## src/rtl/mux_pipe_pkg.sv

```systemverilog
// Shared types, default parameters and configuration legality helpers for the
// mux_pipe_arb forward-merge block.
package mux_pipe_pkg;

  localparam int unsigned DEF_WIDTH        = 128;
  localparam int unsigned DEF_NFWD         = 2;
  localparam int unsigned DEF_DEPTH        = 2;
  localparam int unsigned DEF_STARVE_LIMIT = 4;

  // Legal configuration ranges
  localparam int unsigned NFWD_MIN  = 1;
  localparam int unsigned NFWD_MAX  = 8;
  localparam int unsigned DEPTH_MIN = 2;

  typedef logic [DEF_WIDTH-1:0]          beat_t;
  typedef logic [$clog2(DEF_NFWD)-1:0]   chan_idx_t;
  typedef logic [$clog2(DEF_DEPTH):0]    count_t;

  function automatic bit nfwd_legal(int unsigned n);
    return (n >= NFWD_MIN) && (n <= NFWD_MAX);
  endfunction

  function automatic bit depth_legal(int unsigned d);
    return (d >= DEPTH_MIN) && ((d & (d - 1)) == 0);
  endfunction

endpackage

```

## src/rtl/mux_pipe_arb_if.sv

```systemverilog
// Handshake bundle for mux_pipe_arb: bypass input, NFWD forward channels and
// the single merged output. slave = block view, master = environment view.
interface mux_pipe_arb_if
  import mux_pipe_pkg::*;
#(
  parameter int unsigned WIDTH = DEF_WIDTH,
  parameter int unsigned NFWD  = DEF_NFWD
);
  logic                  in_enq__ENA;
  logic [WIDTH-1:0]      in_enq_v;
  logic                  in_enq__RDY;
  logic [NFWD-1:0]       fwd_enq__ENA;
  logic [NFWD*WIDTH-1:0] fwd_enq_v;
  logic [NFWD-1:0]       fwd_enq__RDY;
  logic                  out_enq__ENA;
  logic [WIDTH-1:0]      out_enq_v;
  logic                  out_enq__RDY;

  modport slave (
    input  in_enq__ENA, in_enq_v, fwd_enq__ENA, fwd_enq_v, out_enq__RDY,
    output in_enq__RDY, fwd_enq__RDY, out_enq__ENA, out_enq_v
  );

  modport master (
    output in_enq__ENA, in_enq_v, fwd_enq__ENA, fwd_enq_v, out_enq__RDY,
    input  in_enq__RDY, fwd_enq__RDY, out_enq__ENA, out_enq_v
  );
endinterface

```

## src/rtl/mux_pipe_fifo.sv

```systemverilog
// Registered-array FIFO for one forward channel. Enqueue is ignored when full,
// dequeue when empty; no enq->deq bypass, so `first` shows only stored beats.
module mux_pipe_fifo #(
  parameter int unsigned WIDTH = 128,
  parameter int unsigned DEPTH = 2
) (
  input  logic             clk,
  input  logic             rst_n,
  input  logic             enq,
  input  logic [WIDTH-1:0] enq_v,
  input  logic             deq,
  output logic             full,
  output logic             empty,
  output logic [WIDTH-1:0] first
);
  localparam int unsigned AW = $clog2(DEPTH);

  logic [WIDTH-1:0] mem [DEPTH];
  logic [AW-1:0]    wr_ptr, rd_ptr;
  logic [AW:0]      count;
  logic             do_enq, do_deq;

  assign full   = (count == (AW+1)'(DEPTH));
  assign empty  = (count == '0);
  assign do_enq = enq & ~full;
  assign do_deq = deq & ~empty;
  assign first  = mem[rd_ptr];

  // Payload storage, no reset needed since occupancy guards every read
  always_ff @(posedge clk) begin
    if (do_enq) mem[wr_ptr] <= enq_v;
  end

  // Pointers wrap naturally mod DEPTH; occupancy tracks enq/deq balance
  always_ff @(posedge clk or negedge rst_n) begin
    if (!rst_n) begin
      wr_ptr <= '0;
      rd_ptr <= '0;
      count  <= '0;
    end else begin
      if (do_enq) wr_ptr <= wr_ptr + 1'b1;
      if (do_deq) rd_ptr <= rd_ptr + 1'b1;
      if (do_enq && !do_deq)      count <= count + 1'b1;
      else if (!do_enq && do_deq) count <= count - 1'b1;
    end
  end
endmodule

```

## src/rtl/mux_pipe_arb.sv

```systemverilog
// Merges one zero-latency bypass input and NFWD buffered forward channels onto
// a single exclusive output. Bypass has priority; forward channels are served
// round-robin. Optional starvation guard: define MUX_PIPE_STARVE_GUARD_EN.
module mux_pipe_arb
  import mux_pipe_pkg::*;
#(
  parameter int unsigned WIDTH = DEF_WIDTH,
  parameter int unsigned NFWD  = DEF_NFWD,
  parameter int unsigned DEPTH = DEF_DEPTH
`ifdef MUX_PIPE_STARVE_GUARD_EN
  , parameter int unsigned STARVE_LIMIT = DEF_STARVE_LIMIT
`endif
) (
  input  logic           CLK,
  input  logic           nRST,
  mux_pipe_arb_if.slave  bus
);
  localparam int unsigned IW = (NFWD > 1) ? $clog2(NFWD) : 1;

  logic [NFWD-1:0]  full, empty, deq;
  logic [WIDTH-1:0] first [NFWD];
  logic [IW-1:0]    rr_ptr, win, cand;
  logic             in_rdy, byp_grant, fwd_grant, guard_block;

  for (genvar k = 0; k < NFWD; k++) begin : g_fifo
    mux_pipe_fifo #(.WIDTH(WIDTH), .DEPTH(DEPTH)) u_fifo (
      .clk   (CLK),
      .rst_n (nRST),
      .enq   (bus.fwd_enq__ENA[k]),
      .enq_v (bus.fwd_enq_v[k*WIDTH +: WIDTH]),
      .deq   (deq[k]),
      .full  (full[k]),
      .empty (empty[k]),
      .first (first[k])
    );
  end

  // Ready signals are forced low while reset is asserted
  assign in_rdy           = nRST & bus.out_enq__RDY & ~guard_block;
  assign bus.in_enq__RDY  = in_rdy;
  assign bus.fwd_enq__RDY = nRST ? ~full : '0;

  // Grant selection: bypass first, else first non-empty FIFO from rr_ptr
  always_comb begin
    byp_grant = in_rdy & bus.in_enq__ENA;
    fwd_grant = 1'b0;
    win       = '0;
    cand      = '0;
    deq       = '0;
    if (nRST && bus.out_enq__RDY && !byp_grant) begin
      for (int unsigned i = 0; i < NFWD; i++) begin
        cand = IW'((32'(rr_ptr) + i) % NFWD);
        if (!fwd_grant && !empty[cand]) begin
          fwd_grant = 1'b1;
          win       = cand;
        end
      end
    end
    if (fwd_grant) deq[win] = 1'b1;
  end

  assign bus.out_enq__ENA = byp_grant | fwd_grant;
  assign bus.out_enq_v    = byp_grant ? bus.in_enq_v :
                            (fwd_grant ? first[win] : '0);

  // Round-robin pointer moves past the winner on forward grants only
  always_ff @(posedge CLK or negedge nRST) begin
    if (!nRST)          rr_ptr <= '0;
    else if (fwd_grant) rr_ptr <= (win == IW'(NFWD - 1)) ? '0 : win + 1'b1;
  end

`ifdef MUX_PIPE_STARVE_GUARD_EN
  localparam int unsigned SW = $clog2(STARVE_LIMIT + 1);

  logic [SW-1:0] starve_cnt;
  logic          starving;

  assign guard_block = (starve_cnt == SW'(STARVE_LIMIT));
  assign starving    = ~&empty & bus.out_enq__RDY & byp_grant;

  // Counts consecutive bypass wins over waiting forward data; the count is
  // held at the limit until a forward grant actually happens
  always_ff @(posedge CLK or negedge nRST) begin
    if (!nRST)            starve_cnt <= '0;
    else if (fwd_grant)   starve_cnt <= '0;
    else if (guard_block) starve_cnt <= starve_cnt;
    else if (starving)    starve_cnt <= starve_cnt + 1'b1;
    else                  starve_cnt <= '0;
  end
`else
  assign guard_block = 1'b0;
`endif
endmodule

```

## src/flat_wrapper.sv

```systemverilog
// flat-port wrapper written by rule: the top's interface ports become plain ports
module mux_pipe_arb_flat import mux_pipe_pkg::*;
#(
  parameter int unsigned WIDTH = DEF_WIDTH,
  parameter int unsigned NFWD  = DEF_NFWD,
  parameter int unsigned DEPTH = DEF_DEPTH

)
  (CLK, nRST, bus_in_enq__ENA, bus_in_enq_v, bus_fwd_enq__ENA, bus_fwd_enq_v, bus_out_enq__RDY, bus_in_enq__RDY, bus_fwd_enq__RDY, bus_out_enq__ENA, bus_out_enq_v);
  mux_pipe_arb_if #(.WIDTH(WIDTH), .NFWD(NFWD)) bus_i ();
  input  logic CLK;
  input  logic nRST;
  input wire logic [$bits(bus_i.in_enq__ENA)-1:0] bus_in_enq__ENA;
  input wire logic [$bits(bus_i.in_enq_v)-1:0] bus_in_enq_v;
  input wire logic [$bits(bus_i.fwd_enq__ENA)-1:0] bus_fwd_enq__ENA;
  input wire logic [$bits(bus_i.fwd_enq_v)-1:0] bus_fwd_enq_v;
  input wire logic [$bits(bus_i.out_enq__RDY)-1:0] bus_out_enq__RDY;
  output wire logic [$bits(bus_i.in_enq__RDY)-1:0] bus_in_enq__RDY;
  output wire logic [$bits(bus_i.fwd_enq__RDY)-1:0] bus_fwd_enq__RDY;
  output wire logic [$bits(bus_i.out_enq__ENA)-1:0] bus_out_enq__ENA;
  output wire logic [$bits(bus_i.out_enq_v)-1:0] bus_out_enq_v;
  assign bus_i.in_enq__ENA = bus_in_enq__ENA;
  assign bus_i.in_enq_v = bus_in_enq_v;
  assign bus_i.fwd_enq__ENA = bus_fwd_enq__ENA;
  assign bus_i.fwd_enq_v = bus_fwd_enq_v;
  assign bus_i.out_enq__RDY = bus_out_enq__RDY;
  assign bus_in_enq__RDY = bus_i.in_enq__RDY;
  assign bus_fwd_enq__RDY = bus_i.fwd_enq__RDY;
  assign bus_out_enq__ENA = bus_i.out_enq__ENA;
  assign bus_out_enq_v = bus_i.out_enq_v;
  mux_pipe_arb #(.WIDTH(WIDTH), .NFWD(NFWD), .DEPTH(DEPTH)) u_core (.CLK(CLK), .nRST(nRST), .bus(bus_i));
endmodule
```

## config.mk

```make
export PLATFORM = sky130hd
export DESIGN_NAME = mux_pipe_arb_flat
export DESIGN_NICKNAME = d
export VERILOG_FILES = /design/src/rtl/mux_pipe_pkg.sv /design/src/rtl/mux_pipe_arb_if.sv /design/src/rtl/mux_pipe_fifo.sv /design/src/rtl/mux_pipe_arb.sv /design/src/flat_wrapper.sv
export SDC_FILE = /design/constraint.sdc
export NUM_CORES = 1
export LEC_CHECK = 0
export CAP_MARGIN = 5
export CORE_ASPECT_RATIO = 2
export CORE_MARGIN = 10
export CORE_UTILIZATION = 55
export CTS_BUF_LIST = sky130_fd_sc_hd__clkbuf_2 sky130_fd_sc_hd__clkbuf_4 sky130_fd_sc_hd__clkbuf_8
export CTS_CLUSTER_SIZE = 28
export DETAILED_ROUTE_END_ITERATION = 12
export GPL_ROUTABILITY_DRIVEN = 0
export PLACE_DENSITY = 0.87
export SLEW_MARGIN = 15
export SYNTH_ARGS = -nofsm -noshare
export SYNTH_HDL_FRONTEND = slang
export SYNTH_SLANG_ARGS = --single-unit
```

## constraint.sdc

```tcl
create_clock -name CLK -period 10.5 [get_ports CLK]
set_clock_uncertainty 0.1 [all_clocks]
set_input_delay 2.1 -clock CLK [delete_from_list [all_inputs] [get_ports CLK]]
set_output_delay 2.1 -clock CLK [all_outputs]
set_load 0.01 [all_outputs]
```

Yosys cells after proc, flatten, opt, wreduce, memory -nomap -nowiden:

Memory sizes are Yosys's and may differ from the RTL's.
Index checks and enable logic that the tools add are counted.

* $add $sub $neg: 10
* $lt $le $gt $ge: 5
* equal/unequal tests: 2
* multiplexer cells: 29
* bitwise gates (word level): 13
* reductions and logical operators: 19

Operators by type and width (count)
* 128-bit 2-to-1 mux: 5
* 1-bit 2-to-1 mux: 17
* 2-bit 2-to-1 mux: 6
* 1-bit logical AND: 8
* 1-bit zero test: 7
* 1-bit adder, second input constant: 6
* 1-bit bitwise AND: 6
* 1-bit by 2-bit less-than comparator with 1-bit output, second input constant: 3
* 2-bit by 1-bit adder with 2-bit output, second input constant: 2
* 2-bit equality test, second input constant: 2
* 2-bit zero test: 2
* 1-bit NOT: 4
* 2-bit nonzero test: 2
* 2-bit by 1-bit subtractor with 2-bit output, second input constant: 2
* 2-bit greater-or-equal comparator, second input constant: 1
* 1-bit NOT with 2-bit output: 1
* 2-bit NOT: 1
* 1-bit demux with 1-bit select: 1
* 1-bit greater-or-equal comparator, second input constant: 1
* 1-bit bitwise OR: 1

* flip-flop bits (word level): 9
* RAM bits: 512
* output and inout port bits: 132
* word-level logic and storage cells: 87
* memories kept: 2

Memory list
* u_core.g_fifo[0].u_fifo.mem: words 2, bits a word 128, rd ports 1, clocked after Yosys merged registers in 0, write ports 1, line mux_pipe_fifo.sv:18 `logic [WIDTH-1:0] mem [DEPTH];`
* u_core.g_fifo[1].u_fifo.mem: words 2, bits a word 128, rd ports 1, clocked after Yosys merged registers in 0, write ports 1, line mux_pipe_fifo.sv:18

Logic depth before layout (Yosys ltp):

* depth in word-level cells: 18
* depth in mapped cells: 7
* depth with buffers taken out: 7

By module:

From an unflattened synthesis, not the netlist that was laid out.

* cell total of the unflattened synthesis: 1459
* area total of the unflattened synthesis: 22345.2 um^2

By module, submodules not included
* mux_pipe_fifo: instances 2, cells an instance 417, area each 9476.6 um^2
* mux_pipe_arb: instances 1, cells an instance 625, area each 3392.0 um^2

Least setup slack after synthesis:

Ideal clock, no wire load.

* kind: input port to flip-flop
* start: input bus_fwd_enq__ENA[0]
* end: memory u_core.g_fifo[0].u_fifo.mem[0][0], enable pin
* library setup time: 616 ps
* arrival time: 7507 ps
* data required time: 9784 ps
* path slack: 2276 ps
* stages on the path: 2
* buffers on the path: 0
* cell sequence: nand2_1 > nor2_1

* cells in the longest elaborated chain, start to end: 3

Ends and longest elaborated chain
* start: declaration: line flat_wrapper.sv:15 `input wire logic [$bits(bus_i.fwd_enq__ENA)-1:0] bus_fwd_enq__ENA;`
* 1-bit bitwise AND: line mux_pipe_fifo.sv:25 `assign do_enq = enq & ~full;`
* 1-bit 2-to-1 mux: line mux_pipe_fifo.sv:31 `if (do_enq) mem[wr_ptr] <= enq_v;`
* 1-bit 2-to-1 mux (not written as such): line mux_pipe_fifo.sv:31
* end: declaration: line mux_pipe_fifo.sv:18

Every way passes these cells.

Final worst setup path:

* start: input nRST
* end: output bus_out_enq_v[89]

* cells in the longest elaborated chain, start to end: 11
* elaborated cells on any way between the ends: 13
* classes of those cells: 7 x mux; 3 x bitwise; 3 x reduce/logical

Ends and longest elaborated chain
* start: declaration: line flat_wrapper.sv:12 `input logic nRST;`
* 1-bit bitwise AND: line mux_pipe_arb.sv:39 `assign in_rdy = nRST & bus.out_enq__RDY & ~guard_block;`
* 1-bit bitwise AND: line mux_pipe_arb.sv:45 `byp_grant = in_rdy & bus.in_enq__ENA;`
* 1-bit zero test: line mux_pipe_arb.sv:50 `if (nRST && bus.out_enq__RDY && !byp_grant) begin`
* 1-bit logical AND: line mux_pipe_arb.sv:50
* 1-bit 2-to-1 mux: line mux_pipe_arb.sv:50
* 1-bit NOT with 2-bit output (not written as such): line mux_pipe_arb.sv:64 `(fwd_grant ? first[win] : '0);`
* 128-bit 2-to-1 mux (not written as such) (3 in a row): line mux_pipe_arb.sv:64
* 128-bit 2-to-1 mux: line mux_pipe_arb.sv:64
* 128-bit 2-to-1 mux *: line mux_pipe_arb.sv:63 `assign bus.out_enq_v = byp_grant ? bus.in_enq_v :`
* end: declaration: line flat_wrapper.sv:21 `output wire logic [$bits(bus_i.out_enq_v)-1:0] bus_out_enq_v;`

Mark *: on every way between the ends. The rest lies on a longest branch, timed or not. The select of a mux whose other input is x is not followed.

==> flow_metrics.tcl <==
set metrics [dict create \
    multi_input_area_sq_mm 0.005451 \
    die_height_um 300.8 \
    dpl.hpwl_mm 44.96 \
    finalSetupViolCount 0 \
    track_usage_pct 26.57 \
    synthArstFlopShare_pct 1.727 \
    synth.top_cell.area_share_pct 70.92 \
    numClockSinks 521 \
    yosysSeqAreaShare_pct 71.96 \
    dr.pass1.iters 5 \
    drt-total-wl_mm 67.47 \
    drive_gt1_share_pct 7.487 \
    grt_pass1_wl_mm 96.46 \
    seq_area_sq_mm 0.01561 \
    fin_ws_ps 2598 \
    synth-edff-count 512 \
    setup_tns_ps 0 \
    avgSynthCellArea_sq_um 16.45 \
    syn-num-nets 1710 \
    dieArea_sq_mm 0.04824 \
    drv_cap 0 \
    grt_pass1_vias 15447 \
    preCtsSetupSlack_ps 2541 \
    crit_required_ps 8300 \
    critPathMaxFanout 76 \
    floorplan.initialDensity_pct 55.88 \
    vias 14718 \
    final_cell_mix "clkdlybuf4s50_1, edfxtp_1, mux2i_1" \
    worstSetupPathType "in2out" \
    status "finished, final reports clean" \
    root_buffer "clkbuf_8" \
    yosysUniqueCellTypes 34 \
    avgRoutedWirePerCell_um 27.74 \
    ys_ff_latch 521 \
    h-tree-depth 3 \
    ant_nets 0 \
    io_buffer_count 521 \
    synth_area_leaders "edfxtp_1, mux2i_1, a221o_1" \
    antenna_found_initial 47 \
    min_period_over_period_pct 75.26 \
    max-slew-margin-rel_pct 25.18 \
    die_width_um 160.4 \
    hold_viol_final 0 \
    arrival_ps 5700 \
    rows 102 \
    cts_tree "done" \
    fmax_mhz 126.5 \
    viasPerCell 6.052 \
    core-area_sq_mm 0.03880 \
    p_per_area_mw_per_mm2 233.7 \
    syn2layout_area_growth_pct 32.13 \
    worstMarginPinSlew_ps 1122 \
    end_kind "output port" \
    postCtsHoldBufs 0 \
    dominantRegCellSynth "edfxtp_1" \
    syn_area_sq_mm 0.02168 \
    final_common_cell "clkdlybuf4s50_1" \
    grt_start_max_net_pins 102 \
    remaining_drc_errors 0 \
    drt_iter0_drc 1269 \
    overflow 0 \
    nets 2211 \
    numCtsBuffers 71 \
    vdd_drop_max_uv 168.5 \
    finalCriticalPeriod_ps 7902 \
    clk_pin_slew_ps 60 \
    cp-start-kind "input pin" \
    cts_buffer_depth 3 \
    grt_setup_unrepaired "false" \
    hold_path.class "reg2reg" \
    yosys.area.top_type "edfxtp_1" \
    finalMaxSlewViolations 0 \
    io_pins 522 \
    clock_latency_ps 600 \
    yosysWarnings 0 \
    p_leak_nw 9.972 \
    netlist_instances 1318 \
    post_cts.repair.setup_buffers 0 \
    cts-resized-gates 0 \
    nFillCells 2413 \
]
==> path summary, 6_finish.rpt <==
check | start | endpoint | slack, ps | cells past startpoint
max | nRST | bus_out_enq_v[89] | 2600 | 6
min | u_core.g_fifo[0].u_fifo.wr_ptr$_DFFE_PN0P_ | u_core.g_fifo[0].u_fifo.wr_ptr$_DFFE_PN0P_ | 460 | 1
max reg2reg | u_core.g_fifo[1].u_fifo.count[0]$_DFFE_PN0P_ | u_core.g_fifo[1].u_fifo.mem[1][64]$_DFFE_PP_ | 7430 | 3
min reg2reg | u_core.g_fifo[0].u_fifo.wr_ptr$_DFFE_PN0P_ | u_core.g_fifo[0].u_fifo.wr_ptr$_DFFE_PN0P_ | 460 | 1
max in group asynchronous | nRST | u_core.g_fifo[0].u_fifo.rd_ptr$_DFFE_PN0P_ | 8110 | 1
min in group asynchronous | nRST | u_core.g_fifo[1].u_fifo.count[0]$_DFFE_PN0P_ | 1770 | 1
==> flip-flops by register name, summed over array words and instances (netlist names) <==
name / count
u_core.g_fifo.u_fifo.count: 4
u_core.rr_ptr: 1
u_core.g_fifo.u_fifo.wr_ptr: 2
u_core.g_fifo.u_fifo.mem: 512
u_core.g_fifo.u_fifo.rd_ptr: 2
==> cells in the mapped netlist (2+ instances only) <==
master	instances
nand3_1	2
xor2_1	4
nand2b_1	2
and3_1	4
buf_2	50
nor4_1	127
dfrtp_1	9
ha_1	2
a21oi_1	2
inv_1	2
clkbuf_1	43
a221o_1	127
nand2_1	3
o21a_1	2
buf_4	6
buf_8	10
mux2i_1	255
nor2_1	132
and2_1	3
buf_6	3
edfxtp_1	512
xnor2_1	6
==> critical path, stage by stage <==
cell and delay, ps:
clkdlybuf4s50_1 830, nand3b_1 830, buf_4 650, nor4_1 490, a221o_1 190, clkdlybuf4s50_1 550
==> cell type report <==
type | instances | share of cell area (%)
diodes | 42 | 0.3669
clock buffers | 86 | 3.849
flip-flops and latches | 521 | 54.49
inverters | 2 | 0.02621
well taps | 520 | 2.272
multi-input cells | 681 | 19.03
repair buffers | 542 | 18.94
clock inverters | 38 | 1.022
==> report_power, final <==
part / switching [W] / internal, W / total, W
combinational: 0.00128 / 0.000810 / 0.00209
sequential: 0.000227 / 0.00285 / 0.00308
clock: 0.000731 / 0.000799 / 0.00153
total: 0.00223 / 0.00446 / 0.00669
==> through the flow <==
stage | std cells | area, sq um | hold slack (ps) | power, W | util (%)
after global placement | 2264 | 27090 | 435.8 | 0.005089 | 69.82
final | 2432 | 28640 | 459.5 | 0.006695 | 73.83
after CTS | 2389 | 28510 | 462.3 | 0.006700 | 73.48
after floorplan | 1318 | 21680 | 360.8 | 0.004507 | -
after detailed placement | 2265 | 27110 | 451.3 | 0.005168 | 69.89
after global routing | 2430 | 28640 | 487.8 | 0.006972 | 73.81
==> kinds of logic after synthesis <==
group / count (synthesis) / share of synthesized area, %
XOR/XNOR: 10 / 0.4040
flip-flops: 521 / 71.96
adder cells (fa/ha/maj): 2 / 0.1154
AO/OA/AOI/OAI: 134 / 6.089
multiplexers: 255 / 11.77
AND/OR/NAND/NOR: 280 / 6.557
buffers and inverters: 116 / 3.099
==> routing by layer <==
layer	share of wire (%)	wire length [um]	up-vias	track usage, %
met5	0.14	95	-	0
met4	6.6	4423	12	18.74
met3	9.0	6081	210	7.815
met2	51	34700	976	44.61
met1	33	22160	7090	28.08
li1	-	-	6430	-
Power figures use the tool's default switching activity.
